--- src/rtl/rom_dl_router_if.sv ---
// Download-side bundle: the HPS ioctl byte stream, both SDRAM request/ack
// ports and the PROM write port. The router uses master, its surroundings use slave.
`timescale 1ns/1ps
interface rom_dl_router_if;
    logic        ioctl_download;
    logic [7:0]  ioctl_index;
    logic        ioctl_wr;
    logic [24:0] ioctl_addr;
    logic [7:0]  ioctl_dout;
    logic        ioctl_wait;

    logic        port1_req;
    logic        port1_ack;
    logic [22:0] port1_a;
    logic [1:0]  port1_ds;
    logic [15:0] port1_d;
    logic        port1_we;

    logic        port2_req;
    logic        port2_ack;
    logic [22:0] port2_a;
    logic [1:0]  port2_ds;
    logic [15:0] port2_d;
    logic        port2_we;

    logic        prom_wr;
    logic [11:0] prom_addr;
    logic [7:0]  prom_data;

    modport master (
        input  ioctl_download, ioctl_index, ioctl_wr, ioctl_addr, ioctl_dout,
        output ioctl_wait,
        output port1_req, port1_a, port1_ds, port1_d, port1_we,
        input  port1_ack,
        output port2_req, port2_a, port2_ds, port2_d, port2_we,
        input  port2_ack,
        output prom_wr, prom_addr, prom_data
    );

    modport slave (
        output ioctl_download, ioctl_index, ioctl_wr, ioctl_addr, ioctl_dout,
        input  ioctl_wait,
        input  port1_req, port1_a, port1_ds, port1_d, port1_we,
        output port1_ack,
        input  port2_req, port2_a, port2_ds, port2_d, port2_we,
        output port2_ack,
        input  prom_wr, prom_addr, prom_data
    );
endinterface

--- src/rtl/rom_dl_router.sv ---
// Routes HPS ioctl download bytes to the SDRAM ports, the PROM loader and the
// configuration registers, and produces rom_loaded plus the stretched core reset.
`timescale 1ns/1ps
module rom_dl_router #(
    parameter logic [24:0] SPRITE_BASE  = 25'h30000,
    parameter logic [24:0] PROM_BASE    = 25'hA0000,
    parameter logic [11:0] PROM_SIZE    = 12'h920,
    parameter logic [15:0] RESET_CYCLES = 16'hFFFF
) (
    input  logic            clk_sys,
    input  logic            reset_n,
    rom_dl_router_if.master bus,
    input  logic            reset_req,
    output logic [7:0]      core_mod,
    output logic [7:0]      dip0,
    output logic [7:0]      dip1,
    output logic            rom_loaded,
    output logic            core_reset
);

    localparam logic [24:0] PROM_END = PROM_BASE + {13'd0, PROM_SIZE};

    typedef enum logic [1:0] {
        IDLE     = 2'd0,
        ISSUE    = 2'd1,
        WAIT_ACK = 2'd2
    } state_t;

    state_t      state_reg;
    state_t      state_next;

    logic        wr_reg;
    logic        dl_rom_reg;
    logic [24:0] addr_reg;
    logic [7:0]  data_reg;
    logic        we_reg;
    logic        need2_reg;
    logic        req1_reg;
    logic        req2_reg;
    logic        load_pending_reg;
    logic        rom_loaded_reg;
    logic [15:0] counter_reg;
    logic        core_reset_reg;
    logic [7:0]  core_mod_reg;
    logic [7:0]  dip0_reg;
    logic [7:0]  dip1_reg;

    logic        dl_rom;
    logic        wr_edge;
    logic        rom_edge;
    logic        mod_edge;
    logic        dip_edge;
    logic        dl_fall;
    logic        load_hit;
    logic        in_sprite;
    logic        in_prom;
    logic        ack_done;
    logic [23:0] sprite_off;
    logic [11:0] prom_off;

    logic        wait_out;
    logic        prom_pulse;
    logic        issue;

    assign dl_rom   = bus.ioctl_download & (bus.ioctl_index == 8'd0);
    assign wr_edge  = bus.ioctl_wr & ~wr_reg;
    assign rom_edge = wr_edge & dl_rom;
    assign mod_edge = wr_edge & (bus.ioctl_index == 8'd1);
    assign dip_edge = wr_edge & (bus.ioctl_index == 8'd254) & (bus.ioctl_addr[24:3] == 22'd0);
    assign dl_fall  = dl_rom_reg & ~dl_rom;
    assign load_hit = dl_fall | load_pending_reg;

    assign in_sprite = (addr_reg >= SPRITE_BASE) && (addr_reg < PROM_BASE);
    assign in_prom   = (addr_reg >= PROM_BASE) && (addr_reg < PROM_END);

    // Only the low bits of each offset are ever used, so the subtraction is
    // done at that width; the carry out of the top never reaches them.
    assign sprite_off = addr_reg[23:0] - SPRITE_BASE[23:0];
    assign prom_off   = addr_reg[11:0] - PROM_BASE[11:0];

    assign ack_done = (bus.port1_ack == req1_reg) &&
                      (!need2_reg || (bus.port2_ack == req2_reg));

    // FSM state register
    always_ff @(posedge clk_sys or negedge reset_n) begin
        if (!reset_n) begin
            state_reg <= IDLE;
        end else begin
            state_reg <= state_next;
        end
    end

    // FSM next state
    always_comb begin
        state_next = state_reg;
        case (state_reg)
            IDLE:     if (rom_edge) state_next = ISSUE;
            ISSUE:    state_next = WAIT_ACK;
            WAIT_ACK: if (ack_done) state_next = IDLE;
            default:  state_next = IDLE;
        endcase
    end

    // FSM outputs
    always_comb begin
        wait_out   = 1'b0;
        prom_pulse = 1'b0;
        issue      = 1'b0;
        case (state_reg)
            ISSUE: begin
                wait_out   = 1'b1;
                issue      = 1'b1;
                prom_pulse = in_prom;
            end
            WAIT_ACK: wait_out = 1'b1;
            default: ;
        endcase
    end

    // Holding register and request toggles
    always_ff @(posedge clk_sys or negedge reset_n) begin
        if (!reset_n) begin
            wr_reg     <= 1'b0;
            dl_rom_reg <= 1'b0;
            addr_reg   <= 25'd0;
            data_reg   <= 8'd0;
            we_reg     <= 1'b0;
            need2_reg  <= 1'b0;
            req1_reg   <= 1'b0;
            req2_reg   <= 1'b0;
        end else begin
            wr_reg     <= bus.ioctl_wr;
            dl_rom_reg <= dl_rom;
            if ((state_reg == IDLE) && rom_edge) begin
                addr_reg <= bus.ioctl_addr;
                data_reg <= bus.ioctl_dout;
                we_reg   <= dl_rom;
            end
            if (issue) begin
                req1_reg  <= ~req1_reg;
                need2_reg <= in_sprite;
                if (in_sprite) begin
                    req2_reg <= ~req2_reg;
                end
            end
        end
    end

    // Configuration bytes
    always_ff @(posedge clk_sys or negedge reset_n) begin
        if (!reset_n) begin
            core_mod_reg <= 8'd0;
            dip0_reg     <= 8'hFF;
            dip1_reg     <= 8'hFF;
        end else begin
            if (mod_edge) begin
                core_mod_reg <= bus.ioctl_dout;
            end
            if (dip_edge && (bus.ioctl_addr[2:0] == 3'd0)) begin
                dip0_reg <= bus.ioctl_dout;
            end
            if (dip_edge && (bus.ioctl_addr[2:0] == 3'd1)) begin
                dip1_reg <= bus.ioctl_dout;
            end
        end
    end

    // A download that ends mid-byte is only complete once that byte is acked.
    always_ff @(posedge clk_sys or negedge reset_n) begin
        if (!reset_n) begin
            load_pending_reg <= 1'b0;
            rom_loaded_reg   <= 1'b0;
            counter_reg      <= RESET_CYCLES;
            core_reset_reg   <= 1'b1;
        end else begin
            if (load_hit) begin
                if (state_next == IDLE) begin
                    rom_loaded_reg   <= 1'b1;
                    load_pending_reg <= 1'b0;
                end else begin
                    load_pending_reg <= 1'b1;
                end
            end
            if (reset_req || !rom_loaded_reg || dl_rom) begin
                counter_reg <= RESET_CYCLES;
            end else if (counter_reg != 16'd0) begin
                counter_reg <= counter_reg - 16'd1;
            end
            core_reset_reg <= (counter_reg != 16'd0);
        end
    end

    assign bus.ioctl_wait = wait_out;

    assign bus.port1_req = req1_reg;
    assign bus.port1_a   = addr_reg[23:1];
    assign bus.port1_ds  = {addr_reg[0], ~addr_reg[0]};
    assign bus.port1_d   = {data_reg, data_reg};
    assign bus.port1_we  = we_reg;

    assign bus.port2_req = req2_reg;
    assign bus.port2_a   = sprite_off[23:1];
    assign bus.port2_ds  = {sprite_off[0], ~sprite_off[0]};
    assign bus.port2_d   = {data_reg, data_reg};
    assign bus.port2_we  = we_reg;

    assign bus.prom_wr   = prom_pulse;
    assign bus.prom_addr = prom_off;
    assign bus.prom_data = data_reg;

    assign core_mod   = core_mod_reg;
    assign dip0       = dip0_reg;
    assign dip1       = dip1_reg;
    assign rom_loaded = rom_loaded_reg;
    assign core_reset = core_reset_reg;

endmodule

--- src/flat_wrapper.sv ---
// flat-port wrapper written by rule: the top's interface ports become plain ports
module rom_dl_router_flat 
#(
    parameter logic [24:0] SPRITE_BASE  = 25'h30000,
    parameter logic [24:0] PROM_BASE    = 25'hA0000,
    parameter logic [11:0] PROM_SIZE    = 12'h920,
    parameter logic [15:0] RESET_CYCLES = 16'hFFFF
)
  (clk_sys, reset_n, reset_req, core_mod, dip0, dip1, rom_loaded, core_reset, bus_ioctl_download, bus_ioctl_index, bus_ioctl_wr, bus_ioctl_addr, bus_ioctl_dout, bus_ioctl_wait, bus_port1_req, bus_port1_a, bus_port1_ds, bus_port1_d, bus_port1_we, bus_port1_ack, bus_port2_req, bus_port2_a, bus_port2_ds, bus_port2_d, bus_port2_we, bus_port2_ack, bus_prom_wr, bus_prom_addr, bus_prom_data);
  rom_dl_router_if bus_i ();
  input  logic clk_sys;
  input  logic reset_n;
  input  logic reset_req;
  output logic [7:0] core_mod;
  output logic [7:0] dip0;
  output logic [7:0] dip1;
  output logic rom_loaded;
  output logic core_reset;
  input wire logic [$bits(bus_i.ioctl_download)-1:0] bus_ioctl_download;
  input wire logic [$bits(bus_i.ioctl_index)-1:0] bus_ioctl_index;
  input wire logic [$bits(bus_i.ioctl_wr)-1:0] bus_ioctl_wr;
  input wire logic [$bits(bus_i.ioctl_addr)-1:0] bus_ioctl_addr;
  input wire logic [$bits(bus_i.ioctl_dout)-1:0] bus_ioctl_dout;
  output wire logic [$bits(bus_i.ioctl_wait)-1:0] bus_ioctl_wait;
  output wire logic [$bits(bus_i.port1_req)-1:0] bus_port1_req;
  output wire logic [$bits(bus_i.port1_a)-1:0] bus_port1_a;
  output wire logic [$bits(bus_i.port1_ds)-1:0] bus_port1_ds;
  output wire logic [$bits(bus_i.port1_d)-1:0] bus_port1_d;
  output wire logic [$bits(bus_i.port1_we)-1:0] bus_port1_we;
  input wire logic [$bits(bus_i.port1_ack)-1:0] bus_port1_ack;
  output wire logic [$bits(bus_i.port2_req)-1:0] bus_port2_req;
  output wire logic [$bits(bus_i.port2_a)-1:0] bus_port2_a;
  output wire logic [$bits(bus_i.port2_ds)-1:0] bus_port2_ds;
  output wire logic [$bits(bus_i.port2_d)-1:0] bus_port2_d;
  output wire logic [$bits(bus_i.port2_we)-1:0] bus_port2_we;
  input wire logic [$bits(bus_i.port2_ack)-1:0] bus_port2_ack;
  output wire logic [$bits(bus_i.prom_wr)-1:0] bus_prom_wr;
  output wire logic [$bits(bus_i.prom_addr)-1:0] bus_prom_addr;
  output wire logic [$bits(bus_i.prom_data)-1:0] bus_prom_data;
  assign bus_i.ioctl_download = bus_ioctl_download;
  assign bus_i.ioctl_index = bus_ioctl_index;
  assign bus_i.ioctl_wr = bus_ioctl_wr;
  assign bus_i.ioctl_addr = bus_ioctl_addr;
  assign bus_i.ioctl_dout = bus_ioctl_dout;
  assign bus_ioctl_wait = bus_i.ioctl_wait;
  assign bus_port1_req = bus_i.port1_req;
  assign bus_port1_a = bus_i.port1_a;
  assign bus_port1_ds = bus_i.port1_ds;
  assign bus_port1_d = bus_i.port1_d;
  assign bus_port1_we = bus_i.port1_we;
  assign bus_i.port1_ack = bus_port1_ack;
  assign bus_port2_req = bus_i.port2_req;
  assign bus_port2_a = bus_i.port2_a;
  assign bus_port2_ds = bus_i.port2_ds;
  assign bus_port2_d = bus_i.port2_d;
  assign bus_port2_we = bus_i.port2_we;
  assign bus_i.port2_ack = bus_port2_ack;
  assign bus_prom_wr = bus_i.prom_wr;
  assign bus_prom_addr = bus_i.prom_addr;
  assign bus_prom_data = bus_i.prom_data;
  rom_dl_router #(.SPRITE_BASE(SPRITE_BASE), .PROM_BASE(PROM_BASE), .PROM_SIZE(PROM_SIZE), .RESET_CYCLES(RESET_CYCLES)) u_core (.clk_sys(clk_sys), .reset_n(reset_n), .bus(bus_i), .reset_req(reset_req), .core_mod(core_mod), .dip0(dip0), .dip1(dip1), .rom_loaded(rom_loaded), .core_reset(core_reset));
endmodule
--- config.mk ---
export PLATFORM = sky130hd
export DESIGN_NAME = rom_dl_router_flat
export DESIGN_NICKNAME = d
export VERILOG_FILES = /design/src/rtl/rom_dl_router_if.sv /design/src/rtl/rom_dl_router.sv /design/src/flat_wrapper.sv
export SDC_FILE = /design/constraint.sdc
export NUM_CORES = 1
export LEC_CHECK = 0
export CORE_UTILIZATION = 48
export CTS_CLUSTER_DIAMETER = 40
export DETAILED_ROUTE_END_ITERATION = 8
export PLACE_DENSITY = 0.87
export SLEW_MARGIN = 20
export SYNTH_ARGS = -nofsm -noshare
export SYNTH_HDL_FRONTEND = slang
export SYNTH_SLANG_ARGS = --single-unit
export TNS_END_PERCENT = 30
--- constraint.sdc ---
create_clock -name clk_sys -period 5.2 [get_ports clk_sys]
set_input_delay 1.04 -clock clk_sys [delete_from_list [all_inputs] [get_ports clk_sys]]
set_output_delay 1.04 -clock clk_sys [all_outputs]
set_load 0.02 [all_outputs]
==> results.env, run 1 <==
ASYNCSETRESETFLOPFRACSYNTH_PCT=100
CRITICAL_PATH.STARTPOINT_TYPE='flip-flop'
WORSTPATHREQUIRED_NS=4.16
FINAL_CORE_UTILIZATION_PCT=66.0
WORST_HOLD_STARTPOINT='u_core.core_mod[7]$_DFFE_PN0P_'
NUMBER_OF_ENABLE_TYPE_REGISTER_CELLS_IN_THE_SYNTHESIZED_NETLIST=0
REMAINING_DRC_ERRORS=0
CTS_BUFFERS=9
GLOBAL_ROUTE.OVERFLOW_TOTAL=0
MOST-COMMON-LAYOUT-CELLS='clkdlybuf4s50_1 (180), dfrtp_1 (51), dfstp_2 (33), mux2_2 (29), mux2_4 (27)'
ANTENNA-DIODE-COUNT=0
MAX_SLEW_MARGIN_PCT=43.3
FIRST_GLOBAL_VIAS=3294
NETS=546
CTS.HOLD.BUFFERS_ADDED=0
CP_SLOWEST_STAGE_DELAY_NS=0.62
DRC_MARKER_COUNT_FROM_THE_FIRST_DETAILED_ROUTE_ITERATION=117
SWITCHING_POWER_mW=0.360
CORE-AREA_UM2=9330
FINALHOLDVIOLCOUNT=0
CTS_MAX_LEVEL=3
SYNTHFLOPTYPE='dfrtp_1'
FINAL.SETUP_SKEW_NS=0.00989
RUN_STATUS='finished, final reports clean'
DRV_CAP=0
ROUTE.DETAILED.WL_PER_INST_UM=17.2
CRIT_PATH_TOP_DELAY_CELL='clkdlybuf4s50_1'
YOSYS_WARNINGS=0
POST_SYNTHESIS_CELL_COUNT=388
DRT-VIAS-PER-INSTANCE=5.13
LEAKAGE_nW=2.64
FIN_SETUP_TNS_NS=0
DIE_HEIGHT_UM=101
GP_CONGESTION=0.780
RATIO_OF_TOTAL_POWER_TO_CELL_AREA_nW_PER_UM2=212
FINAL_LAYOUT_SIZE_SUFFIX_GT1_SHARE_PCT=24.4
PINS_OVER_SLEW_LIMIT=0
LARGEST_REG_FLOPS=25
TIMING.CRITICAL_PATH.MAX_DELAY_FAMILY='compound AO/OA/AOI/OAI gates'
CP-END-KIND='primary output'
PLACEMENTROWS=35
WORSTPATHARRIVAL_NS=2.65
YS_TYPES=48
RSZ0062_AT_GRT='no'
NETLIST_AREA_UM2=4680
CRITPATHBUFINV=1
CTS_BUFFER_DEPTH=2
IOS=182
FILL_CELLS=707
CLKPWRFRAC_PCT=33.3
PIN_COUNT_OF_THE_BIGGEST_NET_ENTERING_GLOBAL_ROUTING=85
TIMING.REG2REG.SETUP_SLACK_NS=3.04
COMBINATIONALPOWERSHARE_PCT=14.0
CRITICALPATHCATEGORY='flip-flop to primary output'
TIMING.CRITICAL_PATH.CELLS='or3_1 -> a211o_1 -> a211oi_1 -> o311a_1 -> clkdlybuf4s50_1'
SEQUENTIAL_FRACTION_OF_THE_SYNTHESIS_AREA_PCT=45.8
DETAIL_ROUTE.WIRELENGTH_UM=10700
FF2FF_PATH_DEPTH=6
MIN_TCLK_POST_ROUTE_NS=3.69
SETUP.WORST_PATH.END='bus_prom_wr'
CTS.REPORTEDPATHS.CLKPINSLEW_NS=0.09
YS_SEQ_ELEMENTS=84
WORST_SETUP_PATH_STARTPOINT='u_core.addr_reg[6]$_DFFE_PN0P_'
FLOORPLAN.DIE_AREA_UM2=10100
LAYOUT_COMMONEST_CELL='clkdlybuf4s50_1'
GR-USAGE-ALL-LAYERS_PCT=21.7
CRITPATHMAXFANOUT=5
POWER_SHARE_OF_THE_SEQUENTIAL_GROUP_PCT=52.7
IRDROPWORSTVDD_mV=0.109
ANTENNA_FOUND_INITIAL=0
WORST_SKEW_PAIR.LATE_LATENCY_NS=0.35
CTSRESIZECOUNT=0
GRT_FIRST_PASS_WIRELENGTH_UM=16900
PORT_BUFFER_COUNT=181
POST-ROUTE-PERIOD-UTIL_PCT=70.9
INTPOWER_mW=0.944
SYN_AREA_CELL_UM2=12.1
CTS.ROOT.BUFFER_CELL='clkbuf_8'
SETUP_VIOLATIONS=0
WORSTMARGINPINSLEW_NS=0.849
ROUTE.ANTENNA.REMAINING_NETS=0
FIRST_PASS_ITERS=4
TIMING.CRITICAL_PATH.DEPTH=5
CTS_SETUP_BUFFERS=0
DP_HPWL_UM=7960
AREA_GROWTH_SYN_TO_LAYOUT_PCT=31.6
TIMING.FMAX_MHz=271
HOLD_PATH_CLASS='flip-flop to flip-flop'
TRITONCTS='built'
CLOCK-SINKS=84
R2R-END='u_core.counter_reg[14]$_DFFE_PN1P_'
HORIZONTAL_EXTENT_OF_THE_DIE_UM=101
START_UTIL_PCT=50.1
REGTOREGSTARTPOINT='u_core.counter_reg[0]$_DFFE_PN1P_'
SWITCHING_SHARE_PCT=27.6
DETAILROUTE.VIA_COUNT=3198
POSTSYNTHNETCOUNT=444
layer usage:
| metal | track usage (%) | up-vias | part of all wire, % | wire length (um) |
|---|---|---|---|---|
| met5 | 0 | - | 0 | 0 |
| met4 | 6.69 | 0 | 1.2 | 127 |
| met3 | 5.41 | 11 | 7.1 | 760 |
| met1 | 26.3 | 1577 | 41 | 4400 |
| li1 | - | 1472 | - | - |
| met2 | 38.0 | 138 | 51 | 5450 |
worst reg2reg max path, delay by kind of cell (launching register included):
kind | cells | cell delay, ns
simple gates | 4 | 1.42
buf+inv | 1 | 0.07
fa+ha+maj | 1 | 0.21
flops | 1 | 0.40
synth_stat cells, types with 6 or more instances:
cell type / count / area [um2]
o21ai_0: 6 / 30.0
mux2_4: 27 / 405
dfrtp_1: 51 / 1280
mux2_2: 29 / 327
nor3_1: 7 / 35.0
xnor2_1: 8 / 70.1
ha_1: 8 / 100
nand2_1: 16 / 60.1
nand3_1: 11 / 55.1
nor4_1: 7 / 43.8
dfstp_2: 33 / 867
buf_4: 86 / 646
inv_1: 12 / 45.0
xor2_1: 10 / 87.6
nor2_1: 11 / 41.3
per-stage QoR:
| step | hold slack, ns | setup slack, ns | total power, mW | cell area [um2] | instances |
|---|---|---|---|---|---|
| 2_1_floorplan | 0.461 | 2.53 | 0.784 | 4680 | 388 |
| 3_3_place_gp | 0.471 | 1.79 | 0.877 | 5970 | 608 |
| 3_5_place_dp | 0.492 | 1.76 | 0.882 | 5970 | 608 |
| 4_1_cts | 0.515 | 1.49 | 1.32 | 6150 | 624 |
| 5_1_grt | 0.519 | 1.43 | 1.36 | 6150 | 624 |
| 6_report | 0.516 | 1.51 | 1.30 | 6150 | 624 |
cell type report:
class | instances | area [um2] | area share (%)
Sequential cell | 84 | 2140 | 34.8
Inverter | 12 | 45.0 | 0.732
Tap cell | 129 | 161 | 2.62
Clock buffer | 9 | 124 | 2.01
Multi-Input combinational cell | 201 | 1800 | 29.3
Clock inverter | 7 | 58.8 | 0.956
Timing Repair Buffer | 182 | 1820 | 29.6
power groups by stage:
stage / sequential [mW] / clock (mW) / combinational (mW)
floorplan: 0.703 / 0 / 0.0804
global placement: 0.697 / 0 / 0.180
detailed placement: 0.699 / 0 / 0.183
CTS: 0.688 / 0.444 / 0.184
global route: 0.690 / 0.477 / 0.195
finish: 0.687 / 0.435 / 0.182
cells by family (layout without fill, tap and decap cells):
group	count (synthesis)	after routing	synth area share (%)
flops	84	84	45.8
mux	56	56	15.7
fa+ha+maj	8	8	2.14
compound gates	27	27	3.93
simple gates	92	92	13.4
buf+inv	103	210	15.7
xor+xnor	18	18	3.37
worst min-delay path by stage:
stage	to	slack (ns)	depth (start not counted)
finish	u_core.core_mod[7]$_DFFE_PN0P_	0.52	1
global placement	u_core.load_pending_reg$_DFFE_PN0N_	0.47	1
floorplan	u_core.load_pending_reg$_DFFE_PN0N_	0.46	1
CTS	u_core.core_mod[0]$_DFFE_PN0P_	0.52	1
global route	u_core.core_mod[0]$_DFFE_PN0P_	0.52	1
detailed placement	u_core.bus.port1_we$_DFFE_PN0P_	0.49	1
Power figures use the tool's default switching activity.
==> inputs of run 2 (changes only) <==
CORE_UTILIZATION = 40   (was 48)
PLACE_DENSITY = 0.77   (was 0.87)
clock period = 3.1 ns   (was 5.2 ns; I/O delays follow)
==> run 2 against run 1 <==
Effect of this change:
- global-route usage shrank 3.1 points
- sequential share of layout area is 1.0 points lower
- flip-flop and latch count unchanged
- core utilization decreased by 10 points
- combinational power increased by 69%
- wire length up 4.5%
- clock skew is 0.0036 ns lower
- non-clock buffer count rose by 9
- critical endpoint is now bus_port2_a[22]
- largest power group unchanged
==> results.env, run 2 (same netlist as run 1, synthesis figures left out) <==
DETAILROUTE.VIA_COUNT=3208  # was 3198
WORSTPATHREQUIRED_NS=2.48  # was 4.16 ns
CLKPWRFRAC_PCT=40.3  # was 33.3%
DRT-VIAS-PER-INSTANCE=4.96  # was 5.13
SWITCHING_SHARE_PCT=24.5  # was 27.6%
GP_CONGESTION=0.814  # was 0.780
PINS_OVER_SLEW_LIMIT=0  # unchanged
FF2FF_PATH_DEPTH=5  # was 6
AREA_GROWTH_SYN_TO_LAYOUT_PCT=35.4  # was 31.6%
ROUTE.MET3.WL_UM=804  # was 760 um
ROUTE.DETAILED.WL_PER_INST_UM=17.3  # was 17.2 um
COMBINATIONALPOWERSHARE_PCT=12.6  # was 14.0%
CRITPATHMAXFANOUT=8  # was 5
CTS.ROOT.BUFFER_CELL='clkbuf_16'  # was clkbuf_8
START_UTIL_PCT=41.0  # was 50.1%
MAX_SLEW_MARGIN_PCT=35.4  # was 43.3%
IOS=182  # unchanged
TRITONCTS='built'  # unchanged
FIRST_PASS_ITERS=4  # unchanged
SETUP_VIOLATIONS=0  # unchanged
CRIT_PATH_TOP_DELAY_CELL='clkdlybuf4s50_1'  # unchanged
MOST-COMMON-LAYOUT-CELLS='clkdlybuf4s50_1 (179), dfrtp_1 (51), dfstp_2 (33), mux2_2 (29), mux2_4 (27)'  # was clkdlybuf4s50_1 (180), dfrtp_1 (51), dfstp_2 (33), mux2_2 (29), mux2_4 (27)
FINAL_CORE_UTILIZATION_PCT=55.5  # was 66.0%
PIN_COUNT_OF_THE_BIGGEST_NET_ENTERING_GLOBAL_ROUTING=76  # was 85
CRITPATHBUFINV=1  # unchanged
SWITCHING_POWER_mW=0.599  # was 0.360 mW
MIN_TCLK_POST_ROUTE_NS=2.96
POST-ROUTE-PERIOD-UTIL_PCT=95.3
CORE-AREA_UM2=11400  # was 9330 um2
DIE_HEIGHT_UM=110  # was 101 um
WORSTMARGINPINSLEW_NS=0.970  # was 0.849 ns
TOP_LAYER='met4'  # unchanged
GRT_FIRST_PASS_WIRELENGTH_UM=16700  # was 16900 um
WORST_SKEW_PAIR.LATE_LATENCY_NS=0.33  # was 0.35 ns
DRC_MARKER_COUNT_FROM_THE_FIRST_DETAILED_ROUTE_ITERATION=203  # was 117
FIN_SETUP_TNS_NS=0  # unchanged
ROUTE.ANTENNA.REMAINING_NETS=0  # unchanged
IRDROPWORSTVDD_mV=0.224  # was 0.109 mV
CP-END-KIND='primary output'  # unchanged
DRV_CAP=0  # unchanged
TIMING.CRITICAL_PATH.CELLS='or3_1 -> a21oi_1 -> nand2_1 -> xnor2_1 -> clkdlybuf4s50_1'  # was or3_1 -> a211o_1 -> a211oi_1 -> o311a_1 -> clkdlybuf4s50_1
CTS_MAX_LEVEL=3  # unchanged
DETAIL_ROUTE.WIRELENGTH_UM=11200  # was 10700 um
TIMING.FMAX_MHz=338
ANTENNA-DIODE-COUNT=0  # unchanged
LEAKAGE_nW=2.74  # was 2.64 nW
CLOCK-SINKS=84  # unchanged
FINALHOLDVIOLCOUNT=0  # unchanged
CTS_BUFFER_DEPTH=2  # unchanged
POWER_SHARE_OF_THE_SEQUENTIAL_GROUP_PCT=47.1  # was 52.7%
RUN_STATUS='finished, final reports clean'  # unchanged
RATIO_OF_TOTAL_POWER_TO_CELL_AREA_nW_PER_UM2=386  # was 212 nW/um2
CTS.HOLD.BUFFERS_ADDED=0  # unchanged
INTPOWER_mW=1.85  # was 0.944 mW
MET2_WIRELENGTH_UM=5860  # was 5450 um
RSZ0062_AT_GRT='no'  # unchanged
REMAINING_DRC_ERRORS=0  # unchanged
CP_SLOWEST_STAGE_DELAY_NS=0.64  # was 0.62 ns
HORIZONTAL_EXTENT_OF_THE_DIE_UM=110  # was 101 um
LAYOUT_COMMONEST_CELL='clkdlybuf4s50_1'  # unchanged
GR-USAGE-ALL-LAYERS_PCT=18.5  # was 21.7%
PLACEMENTROWS=39  # was 35
HOLD_PATH_CLASS='primary input to async pin'  # was flip-flop to flip-flop
TIMING.CRITICAL_PATH.MAX_DELAY_FAMILY='buffers and inverters'  # was compound AO/OA/AOI/OAI gates
FLOORPLAN.DIE_AREA_UM2=12100  # was 10100 um2
DETAIL_ROUTE.WIRELENGTH.MET1_UM=4420  # was 4400 um
ANTENNA_FOUND_INITIAL=0  # unchanged
DP_HPWL_UM=8290  # was 7960 um
FINAL_LAYOUT_SIZE_SUFFIX_GT1_SHARE_PCT=25.4  # was 24.4%
PORT_BUFFER_COUNT=181  # unchanged
CTS.REPORTEDPATHS.CLKPINSLEW_NS=0.06  # was 0.09 ns
FIRST_GLOBAL_VIAS=3206  # was 3294
GLOBAL_ROUTE.OVERFLOW_TOTAL=0  # unchanged
FINAL.SETUP_SKEW_NS=0.00632  # was 0.00989 ns
CRITICALPATHCATEGORY='flip-flop to primary output'  # unchanged
WORSTPATHARRIVAL_NS=2.34  # was 2.65 ns
TIMING.CRITICAL_PATH.DEPTH=5  # unchanged
LARGEST_REG_FLOPS=25  # unchanged
CTS_BUFFERS=9  # unchanged
NETS=555  # was 546
CRITICAL_PATH.STARTPOINT_TYPE='flip-flop'  # unchanged
-- run 2: changes by cell type in the layout (fill, tap and decap cells not counted) --
| cell | delta |
|---|---|
| clkdlybuf4s50_1 | -1 |
| buf_4 | +9 |
| clkinv_4 | -3 |
| buf_6 | -1 |
| inv_6 | -2 |
| clkinv_2 | +2 |
| dlygate4sd2_1 | +1 |
| clkbuf_16 | +9 |
| buf_12 | +1 |
| clkbuf_8 | -8 |
| clkbuf_1 | +2 |
-- run 2: through the flow --
step	std cells	worst slack (ns)	hold slack, ns	total power, mW	cell area (um2)
global route	647	0.0508	0.523	2.55	6330
CTS	647	0.137	0.485	2.48	6330
detailed placement	631	0.238	0.482	1.48	6060
floorplan	388	0.849	0.324	1.31	4680
finish	647	0.145	0.465	2.45	6330
global placement	631	0.265	0.471	1.48	6060
-- run 2: path summary, 6_finish.rpt --
kind / startpoint / to / slack, ns
worst max-delay path: u_core.addr_reg[19]$_DFFE_PN0P_ / bus_port2_a[22] / 0.14
worst min-delay path: reset_n / u_core.dl_rom_reg$_DFF_PN0_ / 0.47
worst max register to register: u_core.counter_reg[7]$_DFFE_PN1P_ / u_core.counter_reg[14]$_DFFE_PN1P_ / 0.99
worst min register to register: u_core.bus.port1_we$_DFFE_PN0P_ / u_core.bus.port1_we$_DFFE_PN0P_ / 0.50
max in group asynchronous: reset_n / u_core.counter_reg[9]$_DFFE_PN1P_ / 1.89
min in group clk_sys: u_core.bus.port1_we$_DFFE_PN0P_ / u_core.bus.port1_we$_DFFE_PN0P_ / 0.50
-- run 2: final cells by class --
class | instances | area (um2)
fill | 991 | 5080
sequential | 84 | 2140
timing repair buffer | 191 | 1900
multi-input combinational | 201 | 1800
clock buffer | 12 | 246
tap | 143 | 179
inverter | 12 | 45.0
clock inverter | 4 | 25.0
-- run 2: what timing repair did --
action	CTS	global route
setup buffers	0	0
resized for setup	1	0
setup endpoints to repair	1	0
-- run 2: metal layers --
metal	global-route usage, %	up-vias
li1	-	1484
met1	20.9	1587
met2	34.2	126
met3	4.35	11
met4	6.02	0
met5	0	-
-- run 2: power groups by stage --
stage               clock, mW  sequential, mW  combinational (mW)
finish                  0.986            1.15               0.307
global route             1.06            1.16               0.332
CTS                      1.02            1.15               0.311
detailed placement          0            1.17               0.309
global placement            0            1.17               0.306
floorplan                   0            1.18               0.135
